[config.mk]
export PLATFORM = sky130hd
export DESIGN_NAME = mult32x32_req_if_flat
export DESIGN_NICKNAME = d
export VERILOG_FILES = /design/src/rtl/mult32x32_pkg.sv /design/src/rtl/mult32x32_req_if_if.sv /design/src/rtl/mult32x32_watchdog.sv /design/src/rtl/mult32x32_req_if.sv /design/src/flat_wrapper.sv
export SDC_FILE = /design/constraint.sdc
export NUM_CORES = 1
export LEC_CHECK = 0
export ABC_CLOCK_PERIOD_IN_PS = 4110
export BUFFER_PORTS_ARGS = -buffer_cell sky130_fd_sc_hd__buf_2
export CORE_ASPECT_RATIO = 0.8
export CORE_MARGIN = 2
export CORE_UTILIZATION = 45
export CTS_BUF_LIST = sky130_fd_sc_hd__clkbuf_2
export DETAILED_ROUTE_END_ITERATION = 7
export GPL_TIMING_DRIVEN = 0
export PLACE_DENSITY = 0.79
export SYNTH_ARGS = -nofsm -noshare
export SYNTH_HDL_FRONTEND = slang
export SYNTH_SLANG_ARGS = --single-unit
export TNS_END_PERCENT = 100
[constraint.sdc]
create_clock -name clk -period 4.11 [get_ports clk]
set_input_delay 0.2055 -clock clk [delete_from_list [all_inputs] [get_ports clk]]
set_output_delay 0.2055 -clock clk [all_outputs]
set_load 0.03 [all_outputs]
[src/rtl/mult32x32_pkg.sv]
// Shared types and widths for the mult32x32 request interface block:
// FSM state encoding, datapath widths and the debug view struct.
package mult32x32_pkg;

   localparam int OPERAND_W = 32;
   localparam int PRODUCT_W = 64;
   localparam int CNT_W     = 16;
   localparam int WD_W      = 8;

   typedef enum logic [1:0] {
      S_IDLE   = 2'd0,
      S_LAUNCH = 2'd1,
      S_RUN    = 2'd2,
      S_HOLD   = 2'd3
   } state_t;

   typedef struct packed {
      state_t            state;
      logic [WD_W-1:0]   wd_count;
   } dbg_t;

endpackage

[src/rtl/mult32x32_req_if_if.sv]
// Bus bundle between producer, multiplier datapath/FSM and consumer.
// slave = the request block's view, master = the surrounding system's view.
interface mult32x32_req_if_if;
   import mult32x32_pkg::*;

   // Handshakes: a transfer happens on a rising edge where valid && ready are
   // both 1; payload must be stable while valid is high and not yet accepted.
   logic                 in_valid;
   logic                 in_ready;
   logic [OPERAND_W-1:0] in_a;
   logic [OPERAND_W-1:0] in_b;
   logic                 mult_start;
   logic [OPERAND_W-1:0] mult_a;
   logic [OPERAND_W-1:0] mult_b;
   logic                 mult_busy;
   logic [PRODUCT_W-1:0] mult_product;
   logic                 out_valid;
   logic                 out_ready;
   logic [PRODUCT_W-1:0] out_prod;

   modport slave (
      input  in_valid, in_a, in_b, mult_busy, mult_product, out_ready,
      output in_ready, mult_start, mult_a, mult_b, out_valid, out_prod
   );

   modport master (
      output in_valid, in_a, in_b, mult_busy, mult_product, out_ready,
      input  in_ready, mult_start, mult_a, mult_b, out_valid, out_prod
   );

endinterface

[src/rtl/mult32x32_watchdog.sv]
// Cycle counter bounding how long the multiplier may stay busy; tc flags the
// last allowed busy cycle so the caller can abort on that edge.
module mult32x32_watchdog
   import mult32x32_pkg::*;
#(
   parameter int LIMIT = 8
) (
   input  logic            clk,
   input  logic            reset,
   input  logic            clear,
   input  logic            enable,
   output logic            tc,
   output logic [WD_W-1:0] count
);

   localparam logic [WD_W-1:0] LAST = WD_W'(LIMIT - 1);

   always_ff @(posedge clk or negedge reset) begin
      if (!reset)      count <= '0;
      else if (clear)  count <= '0;
      else if (enable) count <= count + 1'b1;
   end

   assign tc = (count == LAST);

endmodule

[src/rtl/mult32x32_req_if.sv]
// Request/response wrapper around an external 32x32 multiplier FSM.
// Define MULT_REQ_IF_STATS_EN to add the op_count / fast_count statistics ports.
// The multiplier FSM is expected to be reset from ~reset at the top level.
module mult32x32_req_if
   import mult32x32_pkg::*;
#(
   parameter int WATCHDOG_CYCLES = 8
) (
   input  logic                  clk,
   input  logic                  reset,
   mult32x32_req_if_if.slave     bus,
   output logic                  err,
   output dbg_t                  dbg
`ifdef MULT_REQ_IF_STATS_EN
   ,
   output logic [CNT_W-1:0]      op_count,
   output logic [CNT_W-1:0]      fast_count
`endif
);

   state_t          state_q;
   state_t          state_d;
   logic            wd_tc;
   logic [WD_W-1:0] wd_count;
   logic            accept;
   logic            capture;
   logic            timeout;

   assign accept  = (state_q == S_IDLE) && bus.in_valid;
   assign capture = (state_q == S_RUN) && !bus.mult_busy;
   assign timeout = (state_q == S_RUN) && bus.mult_busy && wd_tc;

   always_ff @(posedge clk or negedge reset) begin
      if (!reset) state_q <= S_IDLE;
      else        state_q <= state_d;
   end

   always_comb begin
      state_d = state_q;
      case (state_q)
         S_IDLE:   if (bus.in_valid) state_d = S_LAUNCH;
         S_LAUNCH: state_d = S_RUN;
         S_RUN: begin
            if (!bus.mult_busy) state_d = S_HOLD;
            else if (wd_tc)     state_d = S_IDLE;
         end
         S_HOLD:   if (bus.out_ready) state_d = S_IDLE;
         default:  state_d = S_IDLE;
      endcase
   end

   always_comb begin
      bus.in_ready   = (state_q == S_IDLE);
      bus.mult_start = (state_q == S_LAUNCH);
      bus.out_valid  = (state_q == S_HOLD);
   end

   // Operands hold from accept until the next accept, covering LAUNCH..capture.
   always_ff @(posedge clk or negedge reset) begin
      if (!reset) begin
         bus.mult_a   <= '0;
         bus.mult_b   <= '0;
         bus.out_prod <= '0;
         err          <= 1'b0;
      end else begin
         if (accept) begin
            bus.mult_a <= bus.in_a;
            bus.mult_b <= bus.in_b;
         end
         if (capture) bus.out_prod <= bus.mult_product;
         if (timeout) err <= 1'b1;
      end
   end

   mult32x32_watchdog #(
      .LIMIT (WATCHDOG_CYCLES)
   ) u_watchdog (
      .clk    (clk),
      .reset  (reset),
      .clear  (state_q == S_LAUNCH),
      .enable ((state_q == S_RUN) && bus.mult_busy),
      .tc     (wd_tc),
      .count  (wd_count)
   );

   assign dbg.state    = state_q;
   assign dbg.wd_count = wd_count;

`ifdef MULT_REQ_IF_STATS_EN
   // At capture the watchdog count equals the number of busy cycles seen in RUN.
   always_ff @(posedge clk or negedge reset) begin
      if (!reset) begin
         op_count   <= '0;
         fast_count <= '0;
      end else begin
         if ((state_q == S_HOLD) && bus.out_ready) op_count <= op_count + 1'b1;
         if (capture && (wd_count == WD_W'(1)))    fast_count <= fast_count + 1'b1;
      end
   end
`endif

endmodule

[src/flat_wrapper.sv]
// flat-port wrapper written by rule: the top's interface ports become plain ports
module mult32x32_req_if_flat import mult32x32_pkg::*;
#(
   parameter int WATCHDOG_CYCLES = 8
)
  (clk, reset, err, dbg, bus_in_valid, bus_in_a, bus_in_b, bus_mult_busy, bus_mult_product, bus_out_ready, bus_in_ready, bus_mult_start, bus_mult_a, bus_mult_b, bus_out_valid, bus_out_prod);
  mult32x32_req_if_if bus_i ();
  input  logic clk;
  input  logic reset;
  output logic err;
  output dbg_t dbg;
  input wire logic [$bits(bus_i.in_valid)-1:0] bus_in_valid;
  input wire logic [$bits(bus_i.in_a)-1:0] bus_in_a;
  input wire logic [$bits(bus_i.in_b)-1:0] bus_in_b;
  input wire logic [$bits(bus_i.mult_busy)-1:0] bus_mult_busy;
  input wire logic [$bits(bus_i.mult_product)-1:0] bus_mult_product;
  input wire logic [$bits(bus_i.out_ready)-1:0] bus_out_ready;
  output wire logic [$bits(bus_i.in_ready)-1:0] bus_in_ready;
  output wire logic [$bits(bus_i.mult_start)-1:0] bus_mult_start;
  output wire logic [$bits(bus_i.mult_a)-1:0] bus_mult_a;
  output wire logic [$bits(bus_i.mult_b)-1:0] bus_mult_b;
  output wire logic [$bits(bus_i.out_valid)-1:0] bus_out_valid;
  output wire logic [$bits(bus_i.out_prod)-1:0] bus_out_prod;
  assign bus_i.in_valid = bus_in_valid;
  assign bus_i.in_a = bus_in_a;
  assign bus_i.in_b = bus_in_b;
  assign bus_i.mult_busy = bus_mult_busy;
  assign bus_i.mult_product = bus_mult_product;
  assign bus_i.out_ready = bus_out_ready;
  assign bus_in_ready = bus_i.in_ready;
  assign bus_mult_start = bus_i.mult_start;
  assign bus_mult_a = bus_i.mult_a;
  assign bus_mult_b = bus_i.mult_b;
  assign bus_out_valid = bus_i.out_valid;
  assign bus_out_prod = bus_i.out_prod;
  mult32x32_req_if #(.WATCHDOG_CYCLES(WATCHDOG_CYCLES)) u_core (.clk(clk), .reset(reset), .bus(bus_i), .err(err), .dbg(dbg));
endmodule
==> results.yml, run 1 <==
timing:
  fin_skew_ps: 19.0
  rsz0062_at_grt: "no"
  hold_violations: 0
  min_period_over_period_pct: 52.3
  max_freq_mhz: 465
  maxSlewViolCount: 0
  slew_headroom_pct: 55.5
  setup_tns_ps: 0
  min_period_ps: 2150
  tightest_slew_ps: 668
  setup_violations: 0
floorplan:
  fp.dieW_microns: 128
  pin_count: 275
  rows: 36
  fp.dieArea_sq_mm: 0.0132
  die_h_microns: 103
  fp.coreArea_sq_mm: 0.0121
  start_util_pct: 45.8
power_and_ir_drop:
  p_comb_share_pct: 53.3
  swShare_pct: 44.8
  p_clk_share_pct: 11.7
  vdd_ir_drop_max_v: 0.000554
  p_leak_nw: 4.34
  p_int_mw: 3.82
  switchingPower_mw: 3.10
  p_total_mw: 6.92
  power_density_mw_per_mm2: 794
  power_frac_seq_pct: 34.9
clock_network:
  clk_path_buf_depth: 2
  htreeDepth: 4
  clock_latency_ps: 710
  cts-root-buf: "clkbuf_2"
  cts_buffers: 17
  clock-sinks: 139
  cts_tree: "built"
  path_clk_slew_ps: 170
  cts_setup_buffers: 0
logic_synthesis:
  synth_cell_types: 28
  netlist_area_sq_mm: 0.00552
  syn_avg_cell_area_sq_um: 16.8
  synth_cells: 328
  yosysSeqAreaShare_pct: 63.0
  ys_ff_latch: 139
  syn_nets: 462
  synth_warnings: 0
cells_and_area:
  final_nets: 893
  area_growth_pct: 57.9
  diodes: 0
  n_fill_cell: 762
  ff_latch_area_sq_mm: 0.00348
  multi_input_area_sq_mm: 0.00189
  drive_gt1_share_pct: 51.8
critical_path:
  cp-start-kind: "flop"
  cpPeakStageDelay_ps: 530
  cp_max_fo: 9
  cp.required_ps: 3900
  crit_slowest_cell: "dfrtp_1"
  crit_type: "reg -> out"
  arrival_ps: 1940
  end_kind: "primary output"
  path_cells: "nand2b_1, clkbuf_1, inv_1, buf_2"
grt:
  first_global_vias: 4871
  grt_pass1_wl_microns: 24100
  antenna_found_initial: 0
  grt-ovfl-total: 0
  grt_start_max_net_pins: 73
  track_usage_pct: 24.1
detailed_routing:
  antenna_left: 0
  drt_pass1_iterations: 4
  route.vias.total: 4392
  vias_per_cell: 4.76
  wl_per_cell_microns: 17.3
  drc_errors: 0
  wl_microns: 15900
  drt_iter0_markers: 118
run_status:
  status: "completed"
place:
  io_buffers: 274
  hpwl_microns: 9600
  globalplace.congestion: 0.801
job:
  max_cap_violations: 0
worst_hold_path:
  worst_hold_path_type: "in -> async"
[cell usage after synthesis]
master / count / share of area, %
inv_1: 4 / 0.27
nand4b_1: 2 / 0.32
nand2_1: 4 / 0.27
and2_4: 1 / 0.16
nand3_1: 6 / 0.54
mux2_4: 49 / 13
o21ai_0: 3 / 0.27
buf_6: 7 / 1.4
nand2b_1: 2 / 0.23
clkbuf_1: 1 / 0.068
buf_4: 5 / 0.68
o211ai_1: 3 / 0.41
nand3b_1: 1 / 0.14
o311ai_0: 2 / 0.32
nor2_1: 4 / 0.27
o41ai_1: 3 / 0.48
ha_1: 1 / 0.23
nand4_1: 1 / 0.11
mux2_2: 30 / 6.1
nor4b_1: 1 / 0.16
xor2_1: 1 / 0.16
dfrtp_1: 139 / 63
mux2_1: 49 / 10
o31ai_1: 2 / 0.27
buf_2: 3 / 0.27
a211o_1: 1 / 0.16
or4_1: 2 / 0.27
and2_1: 1 / 0.11
[layout make-up]
class / count / area share, %
multi-input combinational: 169 / 21.7
clock buffer: 21 / 1.21
timing repair buffer: 412 / 31.8
tap: 152 / 2.18
clock inverter: 10 / 1.43
inverter: 4 / 0.172
buffer: 16 / 1.55
sequential: 139 / 39.9
[per-stage QoR]
stage | hold WS [ps] | setup WS (ps) | util, % | instance area [sq um] | instances
after CTS | 15.4 | 1910 | 72.2 | 8720 | 923
final | 37.4 | 1960 | 72.2 | 8720 | 923
after floorplan | -90.1 | 2110 | - | 5520 | 328
after detailed placement | 266 | 2420 | 59.0 | 7120 | 755
after global placement | 421 | 1060 | 58.7 | 7080 | 754
after global routing | 6.65 | 1760 | 72.2 | 8720 | 923
[power groups by stage]
stage                     Clock [mW]  Combinational [mW]  Sequential, mW
after floorplan                    0                1.13            3.74
after global placement             0                3.46            2.37
after detailed placement           0                3.53            2.41
after CTS                      0.833                3.68            2.39
after global routing           0.901                3.87            2.50
final                          0.811                3.69            2.42
[kinds of logic (layout without fill, tap and decap cells)]
| family | count (synthesis) | in the layout | synth area share, % |
|---|---|---|---|
| AO/OA/AOI/OAI | 14 | 14 | 1.90 |
| AND/OR/NAND/NOR | 25 | 25 | 2.58 |
| adder cells (fa/ha/maj) | 1 | 1 | 0.227 |
| XOR/XNOR | 1 | 1 | 0.159 |
| buffers and inverters | 20 | 463 | 2.72 |
| multiplexers | 128 | 128 | 29.4 |
| flip-flops | 139 | 139 | 63.0 |
[final timing paths]
check	start	endpoint	slack [ps]	cells after the start
worst max-delay path	u_core.state_q[1]	bus_mult_start	1960	4
worst min-delay path	reset	u_core.bus.out_prod[57]	40	2
worst max register to register	u_core.u_watchdog.count[4]	u_core.state_q[1]	2030	4
worst min register to register	u_core.bus.out_prod[54]	u_core.bus.out_prod[54]	510	1
max in group asynchronous	reset	u_core.u_watchdog.count[0]	3310	3
min in group clk	bus_in_valid	u_core.bus.mult_b[27]	200	4
[per-layer routing]
layer	wire [microns]	track usage, %
met1	6330	27.8
met2	8210	41.7
met3	1140	9.44
met4	251	7.86
met5	0	0
[sequential cells by signal (all words and copies together), names as in the netlist]
register and cells:
u_core.bus.mult_b 32, u_core.u_watchdog.count 8, u_core.err 1, u_core.state_q 2, u_core.bus.out_prod 64, u_core.bus.mult_a 32
[placed cells by master (no fill, tap or decap), types with 2 or more instances in the layout]
cell and instances:
buf_2 276, buf_4 5, buf_6 8, bufinv_16 3
clkbuf_2 21, clkinv_1 2, clkinv_2 4, dfrtp_1 139
dlygate4sd3_1 137, inv_1 4, mux2_1 49, mux2_2 30
mux2_4 49, nand2_1 4, nand2b_1 2, nand3_1 6
nand4b_1 2, nor2_1 4, o211ai_1 3, o21ai_0 3
o311ai_0 2, o31ai_1 2, o41ai_1 3, or4_1 2
[worst max-delay path: cells and delay by family (launching register included)]
kind                   cells  cell delay [ps]
buffers and inverters      3              560
DFF                        1              530
and+or+nand+nor            1              140
[repair_timing]
action / in CTS / in global routing
hold buffers: 137 / 0
setup endpoints to repair: 0 / 0
resized for setup: 0 / 0
endpoints found under the hold margin: 273 / 0
(Power assumes the default switching activity.)
==> run 2, diff against run 1 <==
--- a/config.mk
+++ b/config.mk
@@ -5,11 +5,11 @@
 export SDC_FILE = /design/constraint.sdc
 export NUM_CORES = 1
 export LEC_CHECK = 0
-export ABC_CLOCK_PERIOD_IN_PS = 4110
+export ABC_CLOCK_PERIOD_IN_PS = 1840
 export BUFFER_PORTS_ARGS = -buffer_cell sky130_fd_sc_hd__buf_2
 export CORE_ASPECT_RATIO = 0.8
 export CORE_MARGIN = 2
-export CORE_UTILIZATION = 45
+export CORE_UTILIZATION = 43
 export CTS_BUF_LIST = sky130_fd_sc_hd__clkbuf_2
 export DETAILED_ROUTE_END_ITERATION = 7
 export GPL_TIMING_DRIVEN = 0
==> constraint.sdc (replaced) <==
create_clock -name clk -period 1.84 [get_ports clk]
set_input_delay 0.092 -clock clk [delete_from_list [all_inputs] [get_ports clk]]
set_output_delay 0.092 -clock clk [all_outputs]
set_load 0.03 [all_outputs]
==> run 2 against run 1 <==
Compared with the run above: sequential share of layout area is essentially flat; critical path depth grew 1; register-to-register slack lost 1900 ps; sequential power grew 120%; design area is essentially flat; non-clock buffer count shrank 2; critical endpoint is now u_core.bus.out_prod[35]; highest routed layer unchanged.
==> results.yml, run 2 (synthesis results as in run 1) <==
clock_network:
  htreeDepth: 4
  clock_latency_ps: 710
  clk_path_buf_depth: 2
  path_clk_slew_ps: 210
  cts-root-buf: "clkbuf_2"
  cts_buffers: 17
  cts_tree: "built"
  clock-sinks: 139
power_and_ir_drop:
  power_frac_seq_pct: 35.5
  switchingPower_mw: 7.02
  vdd_ir_drop_max_v: 0.00108
  p_total_mw: 15.3
  swShare_pct: 45.9
  p_int_mw: 8.26
  power_density_mw_per_mm2: 1750
  p_comb_share_pct: 54.4
  p_leak_nw: 4.34
  p_clk_share_pct: 10.2
floorplan:
  rows: 37
  fp.dieW_microns: 131
  fp.dieArea_sq_mm: 0.0138
  fp.coreArea_sq_mm: 0.0127
  start_util_pct: 43.5
  pin_count: 275
  die_h_microns: 105
timing:
  fin_hold_ws_ps: 108
  tightest_slew_ps: 652
  setup_ws_ps: 95.5
  min_period_ps: 1740
  slew_headroom_pct: 56.5
  fin_skew_ps: 26.0
  setup_violations: 0
  max_freq_mhz: 573
  hold_violations: 0
  maxSlewViolCount: 0
  min_period_over_period_pct: 94.8
  rsz0062_at_grt: "no"
cells_and_area:
  ff_latch_area_sq_mm: 0.00348
  n_fill_cell: 901
  largest_reg_flops: 64
  final_cell_mix: "buf_2 (273), dfrtp_1 (137), dlygate4sd3_1 (134)"
  reg_top3: "u_core.bus.out_prod (64), u_core.bus.mult_a (32), u_core.bus.mult_b (32)"
  layout_commonest_cell: "buf_2"
  drive_gt1_share_pct: 52.7
  final_nets: 891
  multi_input_area_sq_mm: 0.00191
  top_register: "u_core.bus.out_prod"
  diodes: 0
  fin_cells: 945
  area_growth_pct: 57.9
place:
  globalplace.congestion: 0.866
  dp_cells: 778
  dp_slack_ps: 121
  hpwl_microns: 9660
  io_buffers: 274
detailed_routing:
  antenna_left: 0
  route.vias.total: 4544
  drt_pass1_iterations: 4
  drt_iter0_markers: 181
  drc_errors: 0
  wl_per_cell_microns: 17.5
  wl_microns: 16500
  vias_per_cell: 4.81
run_status:
  status: "completed"
grt:
  grt_start_max_net_pins: 72
  track_usage_pct: 24.4
  first_global_vias: 4977
  antenna_found_initial: 0
  grt-ovfl-total: 0
  grt_pass1_wl_microns: 25400
critical_path:
  cp_top_family: "flip-flops"
  cpPeakStageDelay_ps: 510
  cp-start-kind: "flop"
  crit_path_frequent_cell: "buf_4"
  cp.required_ps: 2440
  cp_num_buf_inv: 2
  crit_slowest_cell: "dfrtp_2"
  cp_max_fo: 10
  crit_type: "reg -> reg"
  end_kind: "flop"
  arrival_ps: 2340
  path_cells: "nand2b_1, nor2_1, buf_4, buf_4, mux2_1"
job:
  max_cap_violations: 0
worst_hold_path:
  worst_hold_path_type: "in -> reg"
## run 2: metrics by stage
step	setup TNS [ps]	area (sq um)	util (%)
floorplan	0	5530	-
global route	0	8720	68.8
CTS	0	8680	68.4
finish	0	8720	68.8
global placement	-152220	7120	56.1
detailed placement	0	7150	56.4
## run 2: final timing paths
path	from	endpoint	slack, ps	depth (start not counted)
max	u_core.state_q[0]	u_core.bus.out_prod[35]	100	5
min	bus_mult_product[27]	u_core.bus.out_prod[27]	110	3
max reg2reg	u_core.state_q[0]	u_core.bus.out_prod[35]	100	5
min reg2reg	u_core.bus.out_prod[57]	u_core.bus.out_prod[57]	510	1
max in group asynchronous	reset	u_core.bus.mult_b[24]	570	4
min in group asynchronous	reset	u_core.bus.out_prod[22]	470	3
## run 2: metal layers
metal / share of wire, % / vias up / track usage (%)
met2: 54 / 213 / 44.0
met4: 2.8 / 0 / 9.80
met1: 37 / 2257 / 26.2
met5: 0 / - / 0
li1: - / 2027 / -
met3: 6.8 / 47 / 7.92
## run 2: power by group through the flow
stage               clock network [mW]  registers (mW)  logic, mW
floorplan                            0            8.36       2.52
global placement                     0            5.31       7.74
detailed placement                   0            5.41       7.88
CTS                               1.59            5.33       8.16
global route                      1.75            5.58       8.72
finish                            1.55            5.42       8.31
## run 2: repair_timing
item	4_1_cts	5_1_grt
resized for setup	4	10
buffers inserted	1	1
hold endpoints to repair	278	1
pin swaps	0	0
hold buffers	133	1
cloned	0	0
setup endpoints to repair	1	5
## run 2: worst register-to-register path: stages (launching register included)
cell,delay [ps]
dfrtp_2,510
nand2b_1,180
nor2_1,130
buf_4,230
buf_4,230
mux2_1,350
## run 2: final cells by class
class / instances / share of cell area [%]
Clock inverter: 11 / 0.904
Timing Repair Buffer: 411 / 31.9
Buffer: 15 / 1.51
Clock buffer: 21 / 1.20
Tap cell: 175 / 2.51
Inverter: 4 / 0.172
Multi-Input combinational cell: 169 / 21.9
Sequential cell: 139 / 39.9
